## src/rtl/core_top.sv

```systemverilog
// core_top: out-of-order back end with dispatch, per-FU scheduler slots, 1-cycle ALU/branch units, PRF and in-order ROB.
// Define COMMIT_TRACE_EN to print one trace line per retired instruction.
module core_top #(
   parameter int RS_ENTRIES  = 4,
   parameter int NUM_FUS     = 2,
   parameter int ROB_ENTRIES = 8,
   parameter int NUM_AREGS   = 32,
   parameter int NUM_PREGS   = 64
) (
   input  logic                           clk,
   input  logic                           rst,
   input  logic                           disp_valid,
   input  logic [RS_ENTRIES*NUM_FUS-1:0]  dependency_mask,
   input  logic [2:0]                     disp_opcode,
   input  logic [31:0]                    disp_pc,
   input  logic [$clog2(ROB_ENTRIES)-1:0] disp_rob_idx,
   input  logic [$clog2(NUM_AREGS)-1:0]   disp_dst_areg,
   input  logic [$clog2(NUM_PREGS)-1:0]   disp_dst_preg,
   input  logic [31:0]                    disp_imm,
   input  logic                           disp_instr_valid,
   input  logic                           disp_alu_en,
   input  logic                           disp_br_taken,
   input  logic                           rob_fire_valid,
   input  logic [$clog2(NUM_AREGS)-1:0]   rob_dest_reg,
   input  logic                           rob_wb_en,
   output logic                           disp_ready,
   output logic                           commit_valid,
   output logic [$clog2(NUM_AREGS)-1:0]   commit_areg,
   output logic [31:0]                    commit_value,
   output logic [31:0]                    commit_pc,
   output logic                           flush_valid,
   output logic [31:0]                    flush_pc
);
   localparam int NS = RS_ENTRIES * NUM_FUS;
   localparam int SW = $clog2(NS);
   localparam int RI = $clog2(ROB_ENTRIES);
   localparam int AW = $clog2(NUM_AREGS);
   localparam int PW = $clog2(NUM_PREGS);
   localparam logic [RI:0] ROB_FULL_CNT = (RI+1)'(ROB_ENTRIES);

   typedef enum logic [2:0] {
      OP_ADDI = 3'd0, OP_LUI = 3'd1, OP_AUIPC = 3'd2, OP_JAL = 3'd3, OP_BEQZ = 3'd4
   } op_e;

   logic [NS-1:0] rs_vld_q, rs_vld_d, rs_bt_q, iss_clr;
   logic [NS-1:0] rs_mask_q [NS];
   logic [2:0]    rs_op_q   [NS];
   logic [31:0]   rs_pc_q   [NS];
   logic [31:0]   rs_imm_q  [NS];
   logic [RI-1:0] rs_rob_q  [NS];
   logic [AW-1:0] rs_areg_q [NS];
   logic [PW-1:0] rs_preg_q [NS];

   logic [NUM_FUS-1:0] ex_vld_q, ex_bt_q, ex_misp, ex_wr;
   logic [2:0]    ex_op_q   [NUM_FUS];
   logic [31:0]   ex_pc_q   [NUM_FUS];
   logic [31:0]   ex_imm_q  [NUM_FUS];
   logic [RI-1:0] ex_rob_q  [NUM_FUS];
   logic [AW-1:0] ex_areg_q [NUM_FUS];
   logic [PW-1:0] ex_preg_q [NUM_FUS];
   logic [31:0]   ex_res    [NUM_FUS];
   logic [31:0]   ex_fpc    [NUM_FUS];

   logic [ROB_ENTRIES-1:0] rob_vld_q, rob_done_q, rob_wb_q, rob_misp_q;
   logic [AW-1:0] rob_areg_q [ROB_ENTRIES];
   logic [31:0]   rob_pc_q   [ROB_ENTRIES];
   logic [31:0]   rob_val_q  [ROB_ENTRIES];
   logic [31:0]   rob_fpc_q  [ROB_ENTRIES];
   logic [RI-1:0] head_q, tail_q;
   logic [RI:0]   count_q, count_d;
   logic [31:0]   prf_q [NUM_PREGS];

   logic [NUM_FUS-1:0] free_found, iss_found;
   logic [SW-1:0] free_idx [NUM_FUS];
   logic [SW-1:0] iss_idx  [NUM_FUS];
   logic [SW-1:0] disp_slot;
   logic rob_full, disp_fire, rob_alloc, commit_fire;

   function automatic logic [31:0] exec_result(input logic [2:0] op, input logic [31:0] pc, input logic [31:0] imm);
      case (op)
         OP_AUIPC: return pc + imm;
         OP_JAL:   return pc + 32'd4;
         OP_BEQZ:  return 32'd0;
         default:  return imm;
      endcase
   endfunction

   function automatic logic exec_taken(input logic [2:0] op, input logic [31:0] imm);
      case (op)
         OP_JAL:  return 1'b1;
         OP_BEQZ: return imm[0];
         default: return 1'b0;
      endcase
   endfunction

   // Lowest-index free slot and lowest-index ready slot per FU
   always_comb begin
      iss_clr = '0;
      for (int f = 0; f < NUM_FUS; f++) begin
         free_found[f] = 1'b0;
         free_idx[f]   = '0;
         iss_found[f]  = 1'b0;
         iss_idx[f]    = '0;
         for (int e = RS_ENTRIES - 1; e >= 0; e--) begin
            if (!rs_vld_q[f*RS_ENTRIES+e]) begin
               free_found[f] = 1'b1;
               free_idx[f]   = SW'(f*RS_ENTRIES+e);
            end
            if (rs_vld_q[f*RS_ENTRIES+e] && rs_mask_q[f*RS_ENTRIES+e] == '0) begin
               iss_found[f] = 1'b1;
               iss_idx[f]   = SW'(f*RS_ENTRIES+e);
            end
         end
         if (iss_found[f]) iss_clr[iss_idx[f]] = 1'b1;
      end
   end

   assign rob_full    = (count_q == ROB_FULL_CNT);
   assign disp_ready  = (disp_alu_en ? free_found[0] : free_found[1]) && !rob_full;
   assign disp_slot   = disp_alu_en ? free_idx[0] : free_idx[1];
   assign disp_fire   = disp_valid && disp_instr_valid && disp_ready && !flush_valid;
   assign rob_alloc   = rob_fire_valid && !rob_full && !flush_valid;
   assign commit_fire = !flush_valid && rob_vld_q[head_q] && rob_done_q[head_q];
   assign count_d     = count_q + (RI+1)'(rob_alloc) - (RI+1)'(commit_fire);

   always_comb begin
      rs_vld_d = rs_vld_q & ~iss_clr;
      if (disp_fire) rs_vld_d[disp_slot] = 1'b1;
   end

   always_comb begin
      for (int f = 0; f < NUM_FUS; f++) begin
         ex_res[f]  = exec_result(ex_op_q[f], ex_pc_q[f], ex_imm_q[f]);
         ex_fpc[f]  = exec_taken(ex_op_q[f], ex_imm_q[f]) ? ex_pc_q[f] + ex_imm_q[f] : ex_pc_q[f] + 32'd4;
         ex_misp[f] = exec_taken(ex_op_q[f], ex_imm_q[f]) != ex_bt_q[f];
         ex_wr[f]   = ex_vld_q[f] && (ex_op_q[f] != OP_BEQZ) && (ex_areg_q[f] != '0) && rob_wb_q[ex_rob_q[f]];
      end
   end

   always_ff @(posedge clk or negedge rst) begin
      if (!rst) begin
         rs_vld_q   <= '0;
         for (int s = 0; s < NS; s++) rs_mask_q[s] <= '0;
         ex_vld_q   <= '0;
         rob_vld_q  <= '0;
         rob_done_q <= '0;
         head_q     <= '0;
         tail_q     <= '0;
         count_q    <= '0;
         commit_valid <= 1'b0;
         commit_areg  <= '0;
         commit_value <= '0;
         commit_pc    <= '0;
         flush_valid  <= 1'b0;
         flush_pc     <= '0;
         for (int p = 0; p < NUM_PREGS; p++) prf_q[p] <= '0;
      end else if (flush_valid) begin
         rs_vld_q     <= '0;
         ex_vld_q     <= '0;
         rob_vld_q    <= '0;
         rob_done_q   <= '0;
         head_q       <= '0;
         tail_q       <= '0;
         count_q      <= '0;
         commit_valid <= 1'b0;
         flush_valid  <= 1'b0;
      end else begin
         // Wake-up: issuing slots drop out of every mask, including a same-cycle dispatch
         for (int s = 0; s < NS; s++) rs_mask_q[s] <= rs_mask_q[s] & ~iss_clr;
         if (disp_fire) rs_mask_q[disp_slot] <= dependency_mask & rs_vld_q & ~iss_clr;
         rs_vld_q <= rs_vld_d;
         ex_vld_q <= iss_found;
         for (int f = 0; f < NUM_FUS; f++)
            if (ex_wr[f]) prf_q[ex_preg_q[f]] <= ex_res[f];
         if (rob_alloc) begin
            rob_vld_q[tail_q]  <= 1'b1;
            rob_done_q[tail_q] <= 1'b0;
            tail_q             <= tail_q + 1'b1;
         end
         for (int f = 0; f < NUM_FUS; f++)
            if (ex_vld_q[f]) rob_done_q[ex_rob_q[f]] <= 1'b1;
         commit_valid <= commit_fire;
         flush_valid  <= commit_fire && rob_misp_q[head_q];
         if (commit_fire) begin
            rob_vld_q[head_q] <= 1'b0;
            head_q       <= head_q + 1'b1;
            commit_areg  <= rob_areg_q[head_q];
            commit_value <= rob_val_q[head_q];
            commit_pc    <= rob_pc_q[head_q];
            flush_pc     <= rob_fpc_q[head_q];
         end
         count_q <= count_d;
      end
   end

   always_ff @(posedge clk) begin
      if (disp_fire) begin
         rs_op_q[disp_slot]   <= disp_opcode;
         rs_pc_q[disp_slot]   <= disp_pc;
         rs_imm_q[disp_slot]  <= disp_imm;
         rs_rob_q[disp_slot]  <= disp_rob_idx;
         rs_areg_q[disp_slot] <= disp_dst_areg;
         rs_preg_q[disp_slot] <= disp_dst_preg;
         rs_bt_q[disp_slot]   <= disp_br_taken;
      end
      for (int f = 0; f < NUM_FUS; f++) begin
         if (iss_found[f]) begin
            ex_op_q[f]   <= rs_op_q[iss_idx[f]];
            ex_pc_q[f]   <= rs_pc_q[iss_idx[f]];
            ex_imm_q[f]  <= rs_imm_q[iss_idx[f]];
            ex_rob_q[f]  <= rs_rob_q[iss_idx[f]];
            ex_areg_q[f] <= rs_areg_q[iss_idx[f]];
            ex_preg_q[f] <= rs_preg_q[iss_idx[f]];
            ex_bt_q[f]   <= rs_bt_q[iss_idx[f]];
         end
      end
      if (rob_alloc) begin
         rob_areg_q[tail_q] <= rob_dest_reg;
         rob_wb_q[tail_q]   <= rob_wb_en;
         rob_pc_q[tail_q]   <= disp_pc;
      end
      for (int f = 0; f < NUM_FUS; f++) begin
         if (ex_vld_q[f]) begin
            rob_val_q[ex_rob_q[f]]  <= ex_res[f];
            rob_misp_q[ex_rob_q[f]] <= ex_misp[f];
            rob_fpc_q[ex_rob_q[f]]  <= ex_fpc[f];
         end
      end
   end

`ifdef COMMIT_TRACE_EN
   logic [31:0] cyc_q;

   always_ff @(posedge clk or negedge rst) begin
      if (!rst) cyc_q <= '0;
      else      cyc_q <= cyc_q + 32'd1;
   end

   always_ff @(posedge clk) begin
      if (commit_valid)
         $display("COMMIT pc=%h areg=%0d val=%0d cycle=%0d", commit_pc, commit_areg, commit_value, cyc_q);
   end
`endif

endmodule

```

## config.mk

```make
export PLATFORM = sky130hd
export DESIGN_NAME = core_top
export DESIGN_NICKNAME = d
export VERILOG_FILES = /design/src/rtl/core_top.sv
export SDC_FILE = /design/constraint.sdc
export NUM_CORES = 2
export LEC_CHECK = 0
export ABC_AREA = 1
export BUFFER_PORTS_ARGS = -buffer_cell sky130_fd_sc_hd__clkbuf_2
export CAP_MARGIN = 20
export CORE_MARGIN = 2
export CORE_UTILIZATION = 55
export CTS_CLUSTER_DIAMETER = 150
export CTS_CLUSTER_SIZE = 30
export DETAILED_ROUTE_END_ITERATION = 8
export GPL_TIMING_DRIVEN = 0
export MAX_ROUTING_LAYER = met4
export PLACE_DENSITY = 0.72
export SLEW_MARGIN = 40
export SYNTH_ARGS = -nofsm -noshare
export SYNTH_HDL_FRONTEND = slang
export SYNTH_SLANG_ARGS = --single-unit
```

## constraint.sdc

```tcl
create_clock -name clk -period 9.9 [get_ports clk]
set_input_delay 1.98 -clock clk [delete_from_list [all_inputs] [get_ports clk]]
set_output_delay 1.98 -clock clk [all_outputs]
set_load 0.01 [all_outputs]
```

Word level (Yosys, flattened, before mapping)

Memory sizes are Yosys's and may differ from the RTL's. A register that Yosys moved wholly into a read port is not among the register bits.
Index checks and enable logic that the tools add are counted.

Bits in read-only memories: 0
Bits in latches: 0
Memories: 12
Word-level logic and storage cells: 238
Input port bits: 102
Bits in registers: 120
Output and inout bits: 104
Memory bits (writable): 1,508

Memories:

| name        | words | width | read ports | clocked after memory_dff | wr ports | line | text |
|---|---|---|---|---|---|---|---|
| rob_fpc_q   | 8     | 32    | 1          | 1                        | 2        | 68   | `logic [31:0] rob_fpc_q [ROB_ENTRIES];` |
| rob_pc_q    | 8     | 32    | 1          | 1                        | 1        | 66   | `logic [31:0] rob_pc_q [ROB_ENTRIES];` |
| rob_val_q   | 8     | 32    | 1          | 1                        | 2        | 67   | `logic [31:0] rob_val_q [ROB_ENTRIES];` |
| rs_imm_q    | 8     | 32    | 2          | 0                        | 1        | 49   | `logic [31:0] rs_imm_q [NS];` |
| rs_pc_q     | 8     | 32    | 2          | 0                        | 1        | 48   | `logic [31:0] rs_pc_q [NS];` |
| ex_imm_q    | 2     | 32    | 2          | 0                        | 2        | 57   | `logic [31:0] ex_imm_q [NUM_FUS];` |
| +6 memories | -     | -     | -          | -                        | -        | -    |  |

Reduce and logical (&&, ||, !) cells: 42
Order comparisons: 16
Eq/ne operators: 9
Divide/modulo/power cells: 0
Bitwise logic cells: 23
$add $sub $neg: 8
Shift operators: 0
Muxes and demuxes: 107
Multiply operators: 0

Operators by type and width:

| kind                                                 | number |
|---|---|
| case mux 32 bit (3 select lines)                     | 2 |
| two-way mux 8 bit                                    | 17 |
| bitwise AND 8 bit                                    | 13 |
| adder 32 x 3 -> 32 bit (second input constant)       | 2 |
| adder 32 bit                                         | 2 |
| bitwise mux 64 bit                                   | 1 |
| zero test 8 bit                                      | 8 |
| two-way mux 32 bit                                   | 2 |
| two-way mux 64 bit                                   | 1 |
| two-way mux 3 bit                                    | 19 |
| two-way mux 1 bit                                    | 43 |
| bitwise OR 8 bit                                     | 5 |
| < comparator 3 x 4 -> 1 bit (second input constant)  | 7 |
| logical AND 1 bit                                    | 25 |
| bitwise mux 8 bit                                    | 3 |
| demux 8 bit (select 3 bit)                           | 1 |
| NOT 8 bit                                            | 3 |
| demux 1 bit (select 3 bit)                           | 7 |
| >= comparator 3 x 1 -> 1 bit (second input constant) | 7 |
| binary-select mux 1 bit (select 3 bit)               | 5 |
| == test 3 x 2 -> 1 bit (second input constant)       | 4 |
| adder 3 x 1 -> 3 bit (second input constant)         | 2 |
| == test 3 bit (second input constant)                | 2 |
| zero test 1 bit                                      | 6 |
| other kinds (13)                                     | 18 |

Depth between registers and ports, before layout

Depth after elaboration: 18
Depth in mapped cells: 17
Mapped depth without buffers: 15

Least setup slack after synthesis

No wires, ideal clock.

Path type: input -> register
From: input rob_fire_valid
To: register rob_vld_q[2]
Buffers on the path: 0
Path slack: 5.352 ns
Setup time: 0.086 ns
Arrival time: 4.462 ns
Required time: 9.814 ns
Stages on the path: 6
Cells stage by stage: nand2_1 > nor2_1 > nand2_1 > nor2_1 > o21ai_0 > a31oi_1

Word-level cells in the longest chain between the ends: 7

Ends and longest elaborated chain:

| what                               | line | text |
|---|---|---|
| from (decl)                        | 23   | `input logic rob_fire_valid,` |
| logical AND 1 bit (*) (2 in a row) | 122  | `assign rob_alloc = rob_fire_valid && !rob_full && !flush_valid;` |
| two-way mux 8 bit (*)              | 175  | `if (rob_alloc) begin` |
| two-way mux 8 bit (*)              | 157  | `end else if (flush_valid) begin` |
| bitwise AND 8 bit (no line)        | -    |  |
| two-way mux 8 bit (*)              | 184  | `if (commit_fire) begin` |
| two-way mux 8 bit (*)              | 157  |  |
| to (signal assigned)               | 160  | `rob_vld_q <= '0;` |
| to (signal, indexed assignment)    | 176  | `rob_vld_q[tail_q] <= 1'b1;` |
| to (signal, indexed assignment)    | 185  | `rob_vld_q[head_q] <= 1'b0;` |
| to (decl)                          | 64   | `logic [ROB_ENTRIES-1:0] rob_vld_q, rob_done_q, rob_wb_q, rob_misp_q;` |

Mark *: on every way between the ends. The rest lies on a longest branch, timed or not. The select of a mux whose other input is x is not followed.
A chain may end at the register's enable or synchronous reset.

Final worst setup path

From: input disp_alu_en
To: output disp_ready

Word-level cells in the longest chain between the ends: 2

Ends and longest elaborated chain:

| what              | line | text |
|---|---|---|
| from (decl)       | 21   | `input logic disp_alu_en,` |
| two-way mux 1 bit | 119  | `assign disp_ready = (disp_alu_en ? free_found[0] : free_found[1]) && !rob_full;` |
| logical AND 1 bit | 119  |  |
| to (decl)         | 26   | `output logic disp_ready,` |

Every way passes these cells.

==> impl_results.md <==
* Register area at slightly above 50000 µm²
* Setup TNS at 0 ns
* Worst-path fanout max at 4
* Fin. max-slew vios at 0
* CTS tree: built
* Crit path cell chain: clkbuf_2, nand3_1, or2_2, nand3_1, inv_1, clkbuf_2
* Maximum vdd ir drop at 0.165 mV
* Share of cells above drive strength 1 at 0.0733
* Crit path buf inv count at 3
* Dpl hpwl at 242 mm
* Sequential area share after synthesis at 0.625
* Number of global-route vias before repair at 61500
* Multi-input logic area at 26500 µm²
* Drt drc at 0
* Netlist Area Pre-Place at 81300 µm²
* Placer Congestion at 1.04
* Maxcap violations at 0
* First-pass GRT wire length at 446 mm
* CTS buffer count at 68
* GRT Total Usage at 0.431
* Clock buffer depth at 3
* Startpoint types: input port
* Detailed Routing Iterations Pass 1 at 7
* FF-to-FF path depth at 12
* Largest stage delay, worst path at around 0.29 ns
* Final period utilization at 0.487
* Hold Vio Cnt, Final at 0
* Hold/Removal Path Class: reg -> reg
* CTS sink cnt at 1729
* Nets@finish at 8971
* Fmax at 0.207 GHz
* Port buffer count at about 190
* Post-synth net total at between 8000 and 9000
* Vias post-DR at 67400
* Skew-Pair Late Insertion Delay at 0.77 ns
* Total grt overflow at 0
* Final setup violating endpoints at 0
* Crit Path Category: in -> out
* Via density at around 6.2
* FF-to-FF Start: ex_pc_q[0][0]
* Worst clock skew at 0.0591 ns
* Crit path DAT at 2.84 ns
* Synth Register Bits at 1729
* Routed WL at approximately 320 mm
* Max-Slew Margin vs Limit at 0.324
* Origin of the worst setup path: disp_alu_en
* Crit. End Element: output port
* Critical path destination: disp_ready
* CP max-delay cell: or2_2
* Fin crit period at 4.82 ns
* Initial core utilization at 0.552
* P&R area growth vs syn at 8.49%
* Setup bufs post-CTS at 0
* Std-Cell Core Area at 147000 µm²
* Worst hold margin at about 0.50 ns
* Status: finished, final reports clean
* Root buffer cell: clkbuf_16
* Full die area at approximately 150000 µm²
* Number of filler cells placed in the layout at between 10000 and 15000
* R2R setup slack at ~6.3 ns
* Synth Instances at 8473
* Hold_buf cts at 0
* RSZ-0062 raised after global routing: no
* Synthesis warning total at 0
* Crit-path leading delay family: simple AND/OR/NAND/NOR gates
* Chip height at 388 µm
* Die W at approximately 390 µm
* Reg2reg end: rob_val_q[1][20]
* Synth cell types at 55
* Row count at ~140
* Num ports at between 200 and 250
* Avg Cell Area, Syn at 9.59 µm²
* Ys flop type: edfxtp_1
* Routed Antenna Nets at 0
* Static Leak at about 34 nW
* DR iter-0 viols at 10800
* WL/cell at 29.8 µm
* Initial antenna violation count at 22
* PD cells at 228 nW/µm²
* Measured slew at the worst slew-check pin at 1.01 ns
* H-tree depth at 3
* Critical Path Stages at 6
* Number of synthesized flops with an enable pin at roughly 1500
* CTS resizes at 0
* Clock Pin Slew Worst Setup and Hold Paths at 0.12 ns
* CP Data Required Time at 7.92 ns
* Ys async rst share at 0.117
* Largest net degree at the start of global routing at 65
cells in the final DEF (no fill, tap or decap), types with 71 or more instances in the layout:
| master | instances |
|---|---|
| nand2_1 | 2374 |
| dfrtp_1 | 203 |
| inv_1 | 561 |
| buf_2 | 99 |
| nand4_1 | 101 |
| clkbuf_2 | 226 |
| o21ai_1 | 136 |
| a21oi_1 | 296 |
| clkbuf_1 | 260 |
| ha_1 | 71 |
| nand3_1 | 868 |
| o21ai_0 | 614 |
| edfxtp_1 | 1518 |
| nor2_1 | 776 |
| o22ai_1 | 204 |
synth_stat cells (12+ instances only):
| library cell | n | area [µm²] |
|---|---|---|
| nand2_1 | 2383 | 8940 |
| edfxtp_1 | 1518 | 45600 |
| nand3_1 | 869 | 4350 |
| nor2_1 | 780 | 2930 |
| o21ai_0 | 616 | 3080 |
| inv_1 | 570 | 2140 |
| a21oi_1 | 297 | 1490 |
| clkbuf_1 | 261 | 980 |
| o22ai_1 | 204 | 1280 |
| dfrtp_1 | 203 | 5080 |
| o21ai_1 | 139 | 696 |
| nand4_1 | 101 | 632 |
| buf_2 | 97 | 485 |
| ha_1 | 71 | 888 |
| nor3_1 | 45 | 225 |
| buf_1 | 33 | 124 |
| buf_4 | 28 | 210 |
| inv_2 | 27 | 101 |
| xnor2_1 | 24 | 210 |
| xor2_1 | 21 | 184 |
| a31oi_1 | 19 | 119 |
| o211ai_1 | 14 | 105 |
| nand2_2 | 13 | 81.3 |
| or2_2 | 12 | 75.1 |
worst reg2reg max path, cell delays in order (launching register included):
cell and delay (ns):
edfxtp_1 0.49, ha_1 0.34, fa_1 0.52, nand3_1 0.11, nand3_1 0.14, nand3_1 0.13
nand3_1 0.21, nand2_1 0.16, nand3_1 0.10, nand3_1 0.15, nand3_1 0.64, nand2_1 0.29
nand2_1 0.07
flip-flops by register name (all words and copies together), names as in the netlist, 24 cells and up:
register      cells
rob_fpc_q       256
rob_pc_q        256
rob_val_q       256
rs_imm_q        256
rs_pc_q         256
ex_imm_q         64
ex_pc_q          64
rs_mask_q        64
rob_areg_q       40
commit_pc        32
commit_value     32
flush_pc         32
rs_op_q          24
rs_rob_q         24
per-stage QoR:
stage | util | instances | total power (W) | setup WS, ns | cell area [µm²]
after floorplan | - | 8473 | 0.0132 | 5.35 | 81300
after global placement | 0.575 | 10600 | 0.0161 | 2.46 | 84700
after detailed placement | 0.584 | 10700 | 0.0164 | 5.10 | 86100
after CTS | 0.598 | 10800 | 0.0198 | 5.10 | 88100
after global routing | 0.599 | 10800 | 0.0208 | 4.99 | 88200
final | 0.599 | 10800 | 0.0201 | 5.08 | 88200
final cells by class:
| cell class | instances | area share |
|---|---|---|
| Buffer | 426 | 0.0219 |
| Inverter | 598 | 0.0260 |
| Multi-Input combinational cell | 5720 | 0.301 |
| Antenna cell | 18 | 0.000511 |
| Clock inverter | 9 | 0.00177 |
| Clock buffer | 102 | 0.0210 |
| Timing Repair Buffer | 252 | 0.0241 |
| Tap cell | 1930 | 0.0274 |
| Sequential cell | 1729 | 0.576 |
logic make-up after synthesis:
group,count (synthesis),synth area share
AO/OA/AOI/OAI,1334,0.0882
XOR/XNOR,45,0.00485
adder cells (fa/ha/maj),74,0.0117
buffers and inverters,1024,0.0507
flip-flops,1729,0.625
multiplexers,10,0.00123
AND/OR/NAND/NOR,4257,0.218
routing by layer:
metal | share of wire | track usage | vias up | wire length, µm
met3 | 0.12 | 0.0811 | 827 | 38900
met4 | 0.066 | 0.236 | 0 | 21100
met1 | 0.37 | 0.562 | 32100 | 118000
li1 | - | - | 29600 | -
met2 | 0.44 | 0.641 | 4801 | 143000
met5 | 0 | - | - | 0
how the worst min path moves through the flow:
stage / from / end / cells after the start
after floorplan: rob_misp_q[4] / flush_valid / 2
after global placement: flush_pc[26] / flush_pc[26] / 2
after detailed placement: flush_pc[26] / flush_pc[26] / 2
after CTS: flush_pc[26] / flush_pc[26] / 2
after global routing: flush_pc[26] / flush_pc[26] / 2
final: flush_pc[25] / flush_pc[25] / 2
report_power, final:
part / switching (W) / leakage, nW / internal, W
Sequential: 0.000477 / 16.3 / 0.00895
Clock: 0.00228 / 0.959 / 0.00135
Combinational: 0.00522 / 17.3 / 0.00186
No activity file was read; power rests on OpenSTA's default activity.
